`src/rtl/uart_pkg.sv`:
```
// Shared UART constants for the RX path.
package uart_pkg;
    localparam int UART_DATA_W = 8;
    localparam int CLK_HZ      = 50_000_000;
    localparam int BAUD        = 115200;
    localparam int BAUD_DIV    = 434;
endpackage

```
`src/rtl/fifo_mem.sv`:
```
// Register-array storage for the RX FIFO: one write port, one async read port.
module fifo_mem #(
    parameter int DEPTH  = 16,
    parameter int DATA_W = 8
) (
    input  logic                     aclk,
    input  logic                     we,
    input  logic [$clog2(DEPTH)-1:0] waddr,
    input  logic [DATA_W-1:0]        wdata,
    input  logic [$clog2(DEPTH)-1:0] raddr,
    output logic [DATA_W-1:0]        rdata
);
    logic [DATA_W-1:0] mem [DEPTH];

    // Kept in its own module so a BRAM/LUTRAM macro can replace it later.
    always_ff @(posedge aclk) begin
        if (we) mem[waddr] <= wdata;
    end

    assign rdata = mem[raddr];
endmodule

```
`src/rtl/uart_rx_fifo.sv`:
```
// First-word-fall-through byte FIFO behind the UART RX controller,
// with fill level, almost-full and sticky overrun reporting.
module uart_rx_fifo
    import uart_pkg::*;
#(
    parameter int DEPTH     = 16,
    parameter int AF_THRESH = 12,
    parameter int DATA_W    = UART_DATA_W
) (
    input  logic                     aclk,
    input  logic                     aresetn,
    input  logic [DATA_W-1:0]        s_data,
    input  logic                     s_valid,
    output logic                     s_ready,
    output logic [DATA_W-1:0]        m_data,
    output logic                     m_valid,
    input  logic                     m_ready,
    input  logic                     flush,
    output logic [$clog2(DEPTH):0]   level,
    output logic                     almost_full,
    output logic                     overrun
);
    localparam int AW = $clog2(DEPTH);
    localparam logic [AW:0] AF_LVL = (AW + 1)'(AF_THRESH);

    logic [AW:0]       wr_ptr, rd_ptr;
    logic [AW:0]       level_nxt;
    logic [DATA_W-1:0] rd_data;
    logic              full, empty, push, pop;

    // Flags come only from registered pointers, so m_ready never reaches s_ready.
    assign empty   = (wr_ptr == rd_ptr);
    assign full    = (wr_ptr[AW-1:0] == rd_ptr[AW-1:0]) && (wr_ptr[AW] != rd_ptr[AW]);
    assign s_ready = !full;
    assign m_valid = !empty;
    assign push    = s_valid && s_ready;
    assign pop     = m_valid && m_ready;
    assign m_data  = m_valid ? rd_data : '0;

    always_comb begin
        level_nxt = level;
        if (flush)             level_nxt = '0;
        else if (push && !pop) level_nxt = level + 1'b1;
        else if (pop && !push) level_nxt = level - 1'b1;
    end

    always_ff @(posedge aclk or negedge aresetn) begin
        if (!aresetn) begin
            wr_ptr      <= '0;
            rd_ptr      <= '0;
            level       <= '0;
            almost_full <= 1'b0;
            overrun     <= 1'b0;
        end else begin
            level       <= level_nxt;
            almost_full <= (level_nxt >= AF_LVL);
            if (flush) begin
                wr_ptr  <= '0;
                rd_ptr  <= '0;
                overrun <= 1'b0;
            end else begin
                if (push) wr_ptr <= wr_ptr + 1'b1;
                if (pop)  rd_ptr <= rd_ptr + 1'b1;
                if (s_valid && full) overrun <= 1'b1;
            end
        end
    end

    fifo_mem #(.DEPTH(DEPTH), .DATA_W(DATA_W)) u_mem (
        .aclk  (aclk),
        .we    (push && !flush),
        .waddr (wr_ptr[AW-1:0]),
        .wdata (s_data),
        .raddr (rd_ptr[AW-1:0]),
        .rdata (rd_data)
    );
endmodule

```
`config.mk`:
```
export PLATFORM = sky130hd
export DESIGN_NAME = uart_rx_fifo
export DESIGN_NICKNAME = d
export VERILOG_FILES = /design/src/rtl/uart_pkg.sv /design/src/rtl/fifo_mem.sv /design/src/rtl/uart_rx_fifo.sv
export SDC_FILE = /design/constraint.sdc
export NUM_CORES = 1
export LEC_CHECK = 0
export BUFFER_PORTS_ARGS = -buffer_cell sky130_fd_sc_hd__buf_2
export CORE_UTILIZATION = 60
export CTS_BUF_LIST = sky130_fd_sc_hd__clkbuf_8 sky130_fd_sc_hd__clkbuf_16
export CTS_CLUSTER_DIAMETER = 80
export DETAILED_ROUTE_END_ITERATION = 10
export HOLD_SLACK_MARGIN = 0.1
export PLACE_DENSITY = 0.8
export SLEW_MARGIN = 25
export SYNTH_ARGS = -nofsm -noshare
export SYNTH_HDL_FRONTEND = slang
export SYNTH_SLANG_ARGS = --single-unit
export TNS_END_PERCENT = 100
```
`constraint.sdc`:
```
create_clock -name aclk -period 3.7 [get_ports aclk]
set_input_delay 0.37 -clock aclk [delete_from_list [all_inputs] [get_ports aclk]]
set_output_delay 0.37 -clock aclk [all_outputs]
set_load 0.01 [all_outputs]
```
==> results, run 1 <==
- The die covers 10500 µm².
- Timing analysis after detailed placement gives a worst setup slack of 0.797 ns.
- The share of the synthesized area in compound gates (AO/OA/AOI/OAI) came to 0.0236.
- Dividing the detail-routed wire length by the instance count gives 24.4 µm.
- Of the total synthesized cell area, the portion taken by AND, OR, NAND and NOR gates is 0.0632.
- The dominant delay contributor by cell family on the critical path is multiplexers.
- By count the netlist is led by sky130_fd_sc_hd__edfxtp_1 (128), sky130_fd_sc_hd__mux4_2 (40), sky130_fd_sc_hd__nor2_1 (28).
- The biggest area contributor in the post-synthesis netlist is sky130_fd_sc_hd__edfxtp_1.
- The share of async-settable or async-resettable flops after synthesis is 0.117.
- The most common cell in the synthesized netlist is sky130_fd_sc_hd__edfxtp_1.
- The estimated wirelength of the detail-placed design is 8.06 mm.
- The worst hold path passes through 2 cells.
- The layout has 631 filler cells.
- The largest fanout on the critical path is 23.
- The total overflow left after global routing is 0.
- The count of different cell masters after synthesis is 36.
- The via count of the first global-routing pass was 3310.
- In this run the most critical hold path is launched from flush.
- The DRC marker count from the first detailed-route iteration is 321.
- For the pin with the worst max-slew slack, the measured transition is 0.770 ns.
- Synthesis produced a netlist with a net count of 350.
- The area added between synthesis and finish is 14.5%.
- For this configuration, the core starts out at a cell density of 0.619.
- The post-CTS resize count is 0.
- STA classifies the critical path endpoint as an output port.
- The max-cap violation count is 0.
- Traced cell by cell, the critical path runs through buf_4 > mux4_2 > mux4_2 > and2_1 > buf_2.
- Data on the critical path is required at its endpoint by 3.33 ns.
- The buffering stage count on the worst path with inverters included is 2.
- Counting flops and latches in the post-synthesis netlist gives 145.
- The share of final-layout standard cells stronger than drive strength 1 is 0.295.
- The largest family of logic cells by synthesized area is multiplexers.
- The count of endpoints failing setup in the final report is 0.
- The die is 102 µm tall.
- The number of hold-slack violations in the final timing report was 0.
- The final critical-path required period is 3.14 ns.
- The count of warnings emitted by yosys is 0.
- The slowest stage of the critical path is the sky130_fd_sc_hd__mux4_2 cell.
- Measured against the total synthesized area, the mux share comes to 0.152.
- The power density normalized to cell area is 589 nW/µm².
- Of the total synthesized cell area, the portion taken by full adders, half adders and majority gates is 0.0145.
- The number of iterations in the first detailed-routing pass is 5.
- Counting every instance in the synthesized netlist gives 330.
- The share of synthesized area in the top cell type comes to 0.635.
- The flow ran to the end, and the final reports show no timing, DRC or antenna violations.
- The final sum of negative setup slack is 0 ns.
- TritonCTS created 17 clock buffers.
- The post-detailed-routing wire length is 12.8 mm.
- The path with the worst hold slack has its endpoint at level[4].
- The startpoint identified for the worst register-to-register timing path is wr_ptr[2].
- The number of antenna violations at the first check in global routing was 3.
- The path class of the tightest hold or removal check is in -> reg.
- At the end of routability-driven placement, the weighted congestion stood at 0.824.
- Registers take 4270 µm².
- The worst-case clock skew is 0.00849 ns.
- The worst register-to-register path ends at u_mem.mem[4][7].
- The count of nets after finishing is 394.
- Buffers placed on the I/O ports in this run total 29.
- The clock transition at the register clock pins on the worst setup and hold paths after CTS is 0.07 ns.
- The leakage power of the design is 0.00238 µW.
- The clock net in this run drives a total of 145 sinks.
- The share of the Yosys chip area taken by registers is 0.705.
- The xor and xnor fraction of the mapped netlist area is 0.0232.
- The maximum number of pins on one net before global-route repair is 36.
- The wire length of the first global-routing pass is 19.4 mm.
- The worst slew margin relative to its limit is 0.485.
- The later-pin clock latency in the skew report is 0.53 ns.
- The H-tree was split into 4 levels.
- The vias after detailed routing is 3300.
- The arrival time of data at the critical path endpoint is 2.77 ns.
- The final count of pins violating max slew is 0.
- The count of standard-cell rows is 36.
- The average size of a mapped cell is 18.3 µm².
- The worst-case clock buffer depth is 2.
- Summing every instance area after synthesis gives 6050 µm².
- The number of top-level design ports is 30.
- The worst setup path is of the reg -> out kind.
- The die extent in x is 102 µm.
- The ratio of routed vias to standard cells is 6.32.
- Setup repair after global routing left no endpoint under its margin.
- STA classifies the critical path startpoint as a flop.
- The area of combinational cells with multiple inputs is 1670 µm².
- The cell sitting at the root of the clock tree is a sky130_fd_sc_hd__clkbuf_8.
- The worst-case IR drop observed on VDD is 380 µV.
- Of the available clock period, the critical path in the final layout requires 0.849.
- For this run, the total global-route usage over all layers was measured as 0.275.
- The synthesized design contains 128 enable-type register cells.
- On the worst path, the slowest cell contributes a delay of 0.63 ns.
- Across all setup checks in the final design, the least slack found is 0.558 ns.
- The slack of the worst reg-to-reg path is 0.83 ns.
- The flip-flop cell with the highest count after synthesis is sky130_fd_sc_hd__edfxtp_1.
- The count of antenna-violating nets left after detailed routing is 0.
- The CTS tree is built.
- The remaining routing DRC violations is 0.
- The highest clock rate is 0.318 GHz.
- The cell that appears most often on the critical path is sky130_fd_sc_hd__mux4_2.
- Yosys attributes the largest share of cell area to sky130_fd_sc_hd__edfxtp_1 (63%), sky130_fd_sc_hd__mux4_2 (15%), sky130_fd_sc_hd__dfrtp_1 (7.0%).
- The area of the core is 9770 µm².
- The worst reg-to-reg path cell count is 6.
power breakdown:
group          internal [µW]  leakage [µW]  switching, µW
logic                    303      0.000736            344
registers               1820       0.00138           35.9
clock network            897      0.000265            688
sequential cells by signal, summed over array words and instances (netlist names):
name / flops
overrun: 1
almost_full: 1
u_mem.mem: 128
level: 5
wr_ptr: 5
rd_ptr: 5
cells by family (layout without fill, tap and decap cells):
kind of cell / count (synthesis) / count (layout)
DFF: 145 / 145
buffers and inverters: 24 / 81
other: 0 / 2
muxes: 42 / 42
AOI/OAI and AO/OA: 21 / 21
xor gates and xnor gates: 16 / 16
and+or+nand+nor: 75 / 75
adders and majority gates: 7 / 7
worst max path at each step:
stage	start	end	slack (ns)	cells past startpoint
after detailed placement	wr_ptr[2]	u_mem.mem[4][2]	0.80	6
after global routing	rd_ptr[0]	m_data[5]	0.45	5
after floorplan	rd_ptr[1]	u_mem.mem[7][0]	1.12	7
final	rd_ptr[0]	m_data[5]	0.56	5
after CTS	rd_ptr[0]	m_data[5]	0.51	5
after global placement	rd_ptr[3]	u_mem.mem[4][2]	0.96	7
layer usage:
metal	part of all wire	GRT usage	up-vias
li1	-	-	1398
met3	0.070	0.0663	27
met2	0.52	0.445	164
met4	0.021	0.122	0
met1	0.39	0.358	1711
met5	0	0	-
timing repair:
action                    in CTS  in global routing
hold endpoints to repair      17                  0
hold buffers                   1                  0
setup buffers                  0                  0
per-stage QoR:
stage               std cells   util  hold WS (ns)  cell area (µm²)  total power, µW
finish                    522  0.709         0.219             6930             4080
global route              521  0.709         0.229             6930             4210
CTS                       520  0.709         0.201             6930             4100
detailed placement        487  0.652         0.324             6370             2530
global placement          487  0.652         0.311             6370             2510
floorplan                 330      -        0.0744             6050             2340
cell usage in the layout, fill, tap and decap left out, types with 4 or more instances in the layout:
| cell type | synthesis | final |
|---|---|---|
| sky130_fd_sc_hd__inv_1 | 8 | 8 |
| sky130_fd_sc_hd__edfxtp_1 | 128 | 128 |
| sky130_fd_sc_hd__buf_4 | 0 | 11 |
| sky130_fd_sc_hd__xnor2_1 | 5 | 5 |
| sky130_fd_sc_hd__xor2_1 | 11 | 11 |
| sky130_fd_sc_hd__ha_1 | 7 | 7 |
| sky130_fd_sc_hd__nand2_1 | 13 | 13 |
| sky130_fd_sc_hd__o21ai_0 | 4 | 4 |
| sky130_fd_sc_hd__clkbuf_16 | 0 | 16 |
| sky130_fd_sc_hd__nor3_1 | 5 | 5 |
| sky130_fd_sc_hd__dfrtp_1 | 17 | 16 |
| sky130_fd_sc_hd__inv_6 | 0 | 5 |
| sky130_fd_sc_hd__nor2_1 | 28 | 28 |
| sky130_fd_sc_hd__mux4_2 | 40 | 40 |
| sky130_fd_sc_hd__buf_2 | 4 | 29 |
| sky130_fd_sc_hd__and2_1 | 8 | 8 |
| sky130_fd_sc_hd__a21oi_1 | 7 | 7 |
| sky130_fd_sc_hd__nand4_1 | 5 | 5 |
area by class of cell:
| cell class | count | area share |
|---|---|---|
| Inverter | 8 | 0.00433 |
| Sequential cell | 145 | 0.616 |
| Timing Repair Buffer | 41 | 0.0343 |
| Tap cell | 133 | 0.0240 |
| Antenna cell | 2 | 0.000722 |
| Clock buffer | 17 | 0.0598 |
| Clock inverter | 15 | 0.0191 |
| Multi-Input combinational cell | 161 | 0.242 |
(Power assumes the default switching activity.)
==> run 2: changes to the inputs <==
--- a/config.mk
+++ b/config.mk
@@ -6,12 +6,12 @@
 export NUM_CORES = 1
 export LEC_CHECK = 0
 export BUFFER_PORTS_ARGS = -buffer_cell sky130_fd_sc_hd__buf_2
-export CORE_UTILIZATION = 60
+export CORE_UTILIZATION = 55
 export CTS_BUF_LIST = sky130_fd_sc_hd__clkbuf_8 sky130_fd_sc_hd__clkbuf_16
 export CTS_CLUSTER_DIAMETER = 80
 export DETAILED_ROUTE_END_ITERATION = 10
 export HOLD_SLACK_MARGIN = 0.1
-export PLACE_DENSITY = 0.8
+export PLACE_DENSITY = 0.78
 export SLEW_MARGIN = 25
 export SYNTH_ARGS = -nofsm -noshare
 export SYNTH_HDL_FRONTEND = slang
==> constraint.sdc (replaced) <==
create_clock -name aclk -period 2.7 [get_ports aclk]
set_input_delay 0.27 -clock aclk [delete_from_list [all_inputs] [get_ports aclk]]
set_output_delay 0.27 -clock aclk [all_outputs]
set_load 0.01 [all_outputs]
==> results, run 2 (synthesized netlist as in run 1, its figures left out) <==
- Status: complete, but fails checks (was finished clean).
- The final reports fail on setup timing.
- The area of the die is 11400 µm² (was 10500 µm²).
- The number of clock buffers inserted by TritonCTS came to 17 (unchanged).
- The final count of pins violating max slew is 0 (unchanged).
- The wire length of the first global-routing pass is 22.2 mm (was 19.4 mm).
- The endpoint kind of the worst setup timing path was an output port (unchanged).
- The most frequent standard cell in the layout excluding fill and tap cells is sky130_fd_sc_hd__edfxtp_1 (unchanged).
- The count of nets after finishing is 422 (was 394).
- The worst-case clock skew came to 0.00739 ns (was 0.00849 ns).
- The peak supply drop is 390 µV (was 380 µV).
- The startpoint type of the worst setup path is a flop (unchanged).
- The register with the most flip-flops is u_mem.mem (unchanged).
- The via count of the first global-routing pass was 3619 (was 3310).
- The leftover overflow at the end of global routing was 0 (unchanged).
- The leakage power of the design is 0.00261 µW (was 0.00238 µW).
- The final weighted congestion in routability-driven placement is 0.822 (was 0.824).
- The vias after detailed routing is 3513 (was 3300).
- The post-route total power is 6240 µW (was 4080 µW).
- The worst setup slack after layout is -0.188 ns (was 0.558 ns).
- The ratio of routed vias to standard cells is 6.38 (was 6.32).
- Unrepaired setup endpoints after global routing: yes (was no).
- The area of the core was 10500 µm² (was 9770 µm²).
- The all-layer global routing usage is 0.283 (was 0.275).
- The diode insertion count for antenna repair came to 0 (was 2).
- The highest clock rate is 0.346 GHz.
- The number of hold-slack violations in the final timing report is 0 (unchanged).
- The DRC marker count from the first detailed-route iteration is 398 (was 321).
- The data required time at the worst endpoint is 2.43 ns (was 3.33 ns).
- The maximum number of pins on one net before global-route repair was 36 (unchanged).
- The number of top-level design ports came to 30 (unchanged).
- The power density normalized to cell area is 842 nW/µm² (was 589 nW/µm²).
- The share of final-layout standard cells stronger than drive strength 1 is 0.373 (was 0.295).
- The number of buffers added on ports is 29 (unchanged).
- The critical path class is reg -> out (unchanged).
- The max-cap violation count is 0 (unchanged).
- The slew of the pin with the lowest slew margin is 0.762 ns (was 0.770 ns).
- Subtracting the final worst setup slack from the clock period gives 2.89 ns.
- Dividing the final minimum period by the clock period gives 1.07.
- Highest-count cells in the layout ignoring fill and taps: sky130_fd_sc_hd__edfxtp_1 (128), sky130_fd_sc_hd__mux4_2 (40), sky130_fd_sc_hd__buf_4 (28) (was sky130_fd_sc_hd__edfxtp_1 (128), sky130_fd_sc_hd__mux4_2 (40), sky130_fd_sc_hd__buf_2 (29)).
- The area added between synthesis and finish is 22.5% (was 14.5%).
- The count of antenna-violating nets left after detailed routing was 0 (unchanged).
- The count of standard-cell rows came to 37 (was 36).
- The mean routed wirelength per cell is 26.8 µm (was 24.4 µm).
- The effective utilization at floorplan is 0.576 (was 0.619).
- The count of endpoints failing setup in the final report is 8 (was 0).
- The number of clock sinks seen by CTS is 145 (unchanged).
- The number of iterations in the first detailed-routing pass is 5 (unchanged).
- The overall die height is 107 µm (was 102 µm).
- The class of the worst hold path is in -> reg (unchanged).
- The worst-case clock buffer depth came to 2 (unchanged).
- The met1 layer usage reported by global route is 0.362 (was 0.358).
- The dominant delay contributor by cell family on the critical path is multiplexers (unchanged).
- The launch point of the worst hold path is flush (unchanged).
- The number of antenna violations at the first check in global routing is 0 (was 3).
- The post-detailed-routing wire length is 14.8 mm (was 12.8 mm).
- The total number of H-tree levels is 4 (unchanged).
- The met3 routing resource usage after global routing is 0.0815 (was 0.0663).
- The cell at the root of the clock tree is sky130_fd_sc_hd__clkbuf_8 (unchanged).
- The library cell contributing the largest single delay on the critical path is sky130_fd_sc_hd__mux4_2 (unchanged).
- The flip-flop count of the largest register, all copies and words added is 128 (unchanged).
- The met2 track utilization from global routing is 0.461 (was 0.445).
- The clock transition at the register clock pins on the worst setup and hold paths after CTS was 0.07 ns (about the same).
- The CTS tree is built (unchanged).
- The launching instance or port of the critical path is rd_ptr[0] (unchanged).
- Crit-path cells: buf_6 > buf_12 > buf_16 > mux4_2 > mux4_2 > and2_4 > buf_6 (was buf_4 > mux4_2 > mux4_2 > and2_1 > buf_2).
- The die extent in x came to 107 µm (was 102 µm).
- The arrival time of data at the critical path endpoint is 2.62 ns (was 2.77 ns).
- The final sum of negative setup slack is -1.36 ns (was 0 ns).
- The setup slack at placement is 0.243 ns (was 0.797 ns).
- The later-pin clock latency in the skew report is 0.53 ns (about the same).
- The busiest layer in global routing is met2 (unchanged).
- The reg-to-reg critical path startpoint is rd_ptr[0] (was wr_ptr[2]).
- The largest fanout on the critical path is 5 (was 23).
- The worst slew margin relative to its limit is 0.492 (was 0.485).
- The remaining routing DRC violations is 0 (unchanged).
- The largest stage delay on the critical path is 0.52 ns (was 0.63 ns).
- The buffering stage count on the worst path with inverters included is 4 (was 2).
- The estimated wirelength of the detail-placed design is 7.39 mm (was 8.06 mm).
run 2: cell types whose count changed in the layout (fill, tap and decap cells not counted), moves of 3 or more:
cell                     before  now
sky130_fd_sc_hd__buf_12       0    6
sky130_fd_sc_hd__nor2_1      28   24
sky130_fd_sc_hd__and2_4       0    4
sky130_fd_sc_hd__and2_1       8    4
sky130_fd_sc_hd__buf_2       29   25
sky130_fd_sc_hd__buf_4       11   28
sky130_fd_sc_hd__buf_6        0    6
sky130_fd_sc_hd__buf_16       0    3
run 2: per-stage QoR:
step,instance area [µm²],instances,hold WS [ns],util
2_1_floorplan,6050,330,-0.0256,-
4_1_cts,7380,551,0.104,0.702
3_5_place_dp,6500,505,0.219,0.618
6_report,7420,551,0.126,0.706
3_3_place_gp,6500,505,0.209,0.618
5_1_grt,7420,551,0.113,0.706
run 2: final timing paths:
| kind | to | slack [ns] | depth (start not counted) |
|---|---|---|---|
| max | m_data[5] | -0.19 | 7 |
| min | wr_ptr[2] | 0.13 | 2 |
| max reg2reg | u_mem.mem[2][3] | 0.17 | 9 |
| min reg2reg | overrun | 0.51 | 2 |
| max in group asynchronous | rd_ptr[0] | 2.19 | 2 |
| min in group asynchronous | level[3] | 0.20 | 2 |
run 2: layout make-up:
cell class	count	area [µm²]
Tap cell	136	170
Clock inverter	15	204
Sequential cell	145	4270
Fill cell	593	3090
Inverter	8	30.0
Multi-Input combinational cell	161	1710
Clock buffer	17	414
Timing Repair Buffer	69	616
run 2: timing repair:
| action | CTS | global route |
|---|---|---|
| setup endpoints to repair | 9 | 76 |
| resized for setup | 16 | 9 |
| cloned | 3 | 0 |
| pin swaps | 4 | 1 |
| hold buffers | 1 | 0 |
| setup buffers | 11 | 0 |
| hold endpoints to repair | 17 | 0 |
run 2: power by group:
group	switching (µW)	internal, µW
registers	52.3	2490
logic	592	649
clock network	1020	1440
run 2: routing by layer:
layer | part of all wire | wire length (µm) | up-vias
met5 | 0 | 0 | -
met4 | 0.035 | 517 | 0
li1 | - | - | 1458
met2 | 0.51 | 7510 | 220
met1 | 0.38 | 5560 | 1801
met3 | 0.081 | 1200 | 34
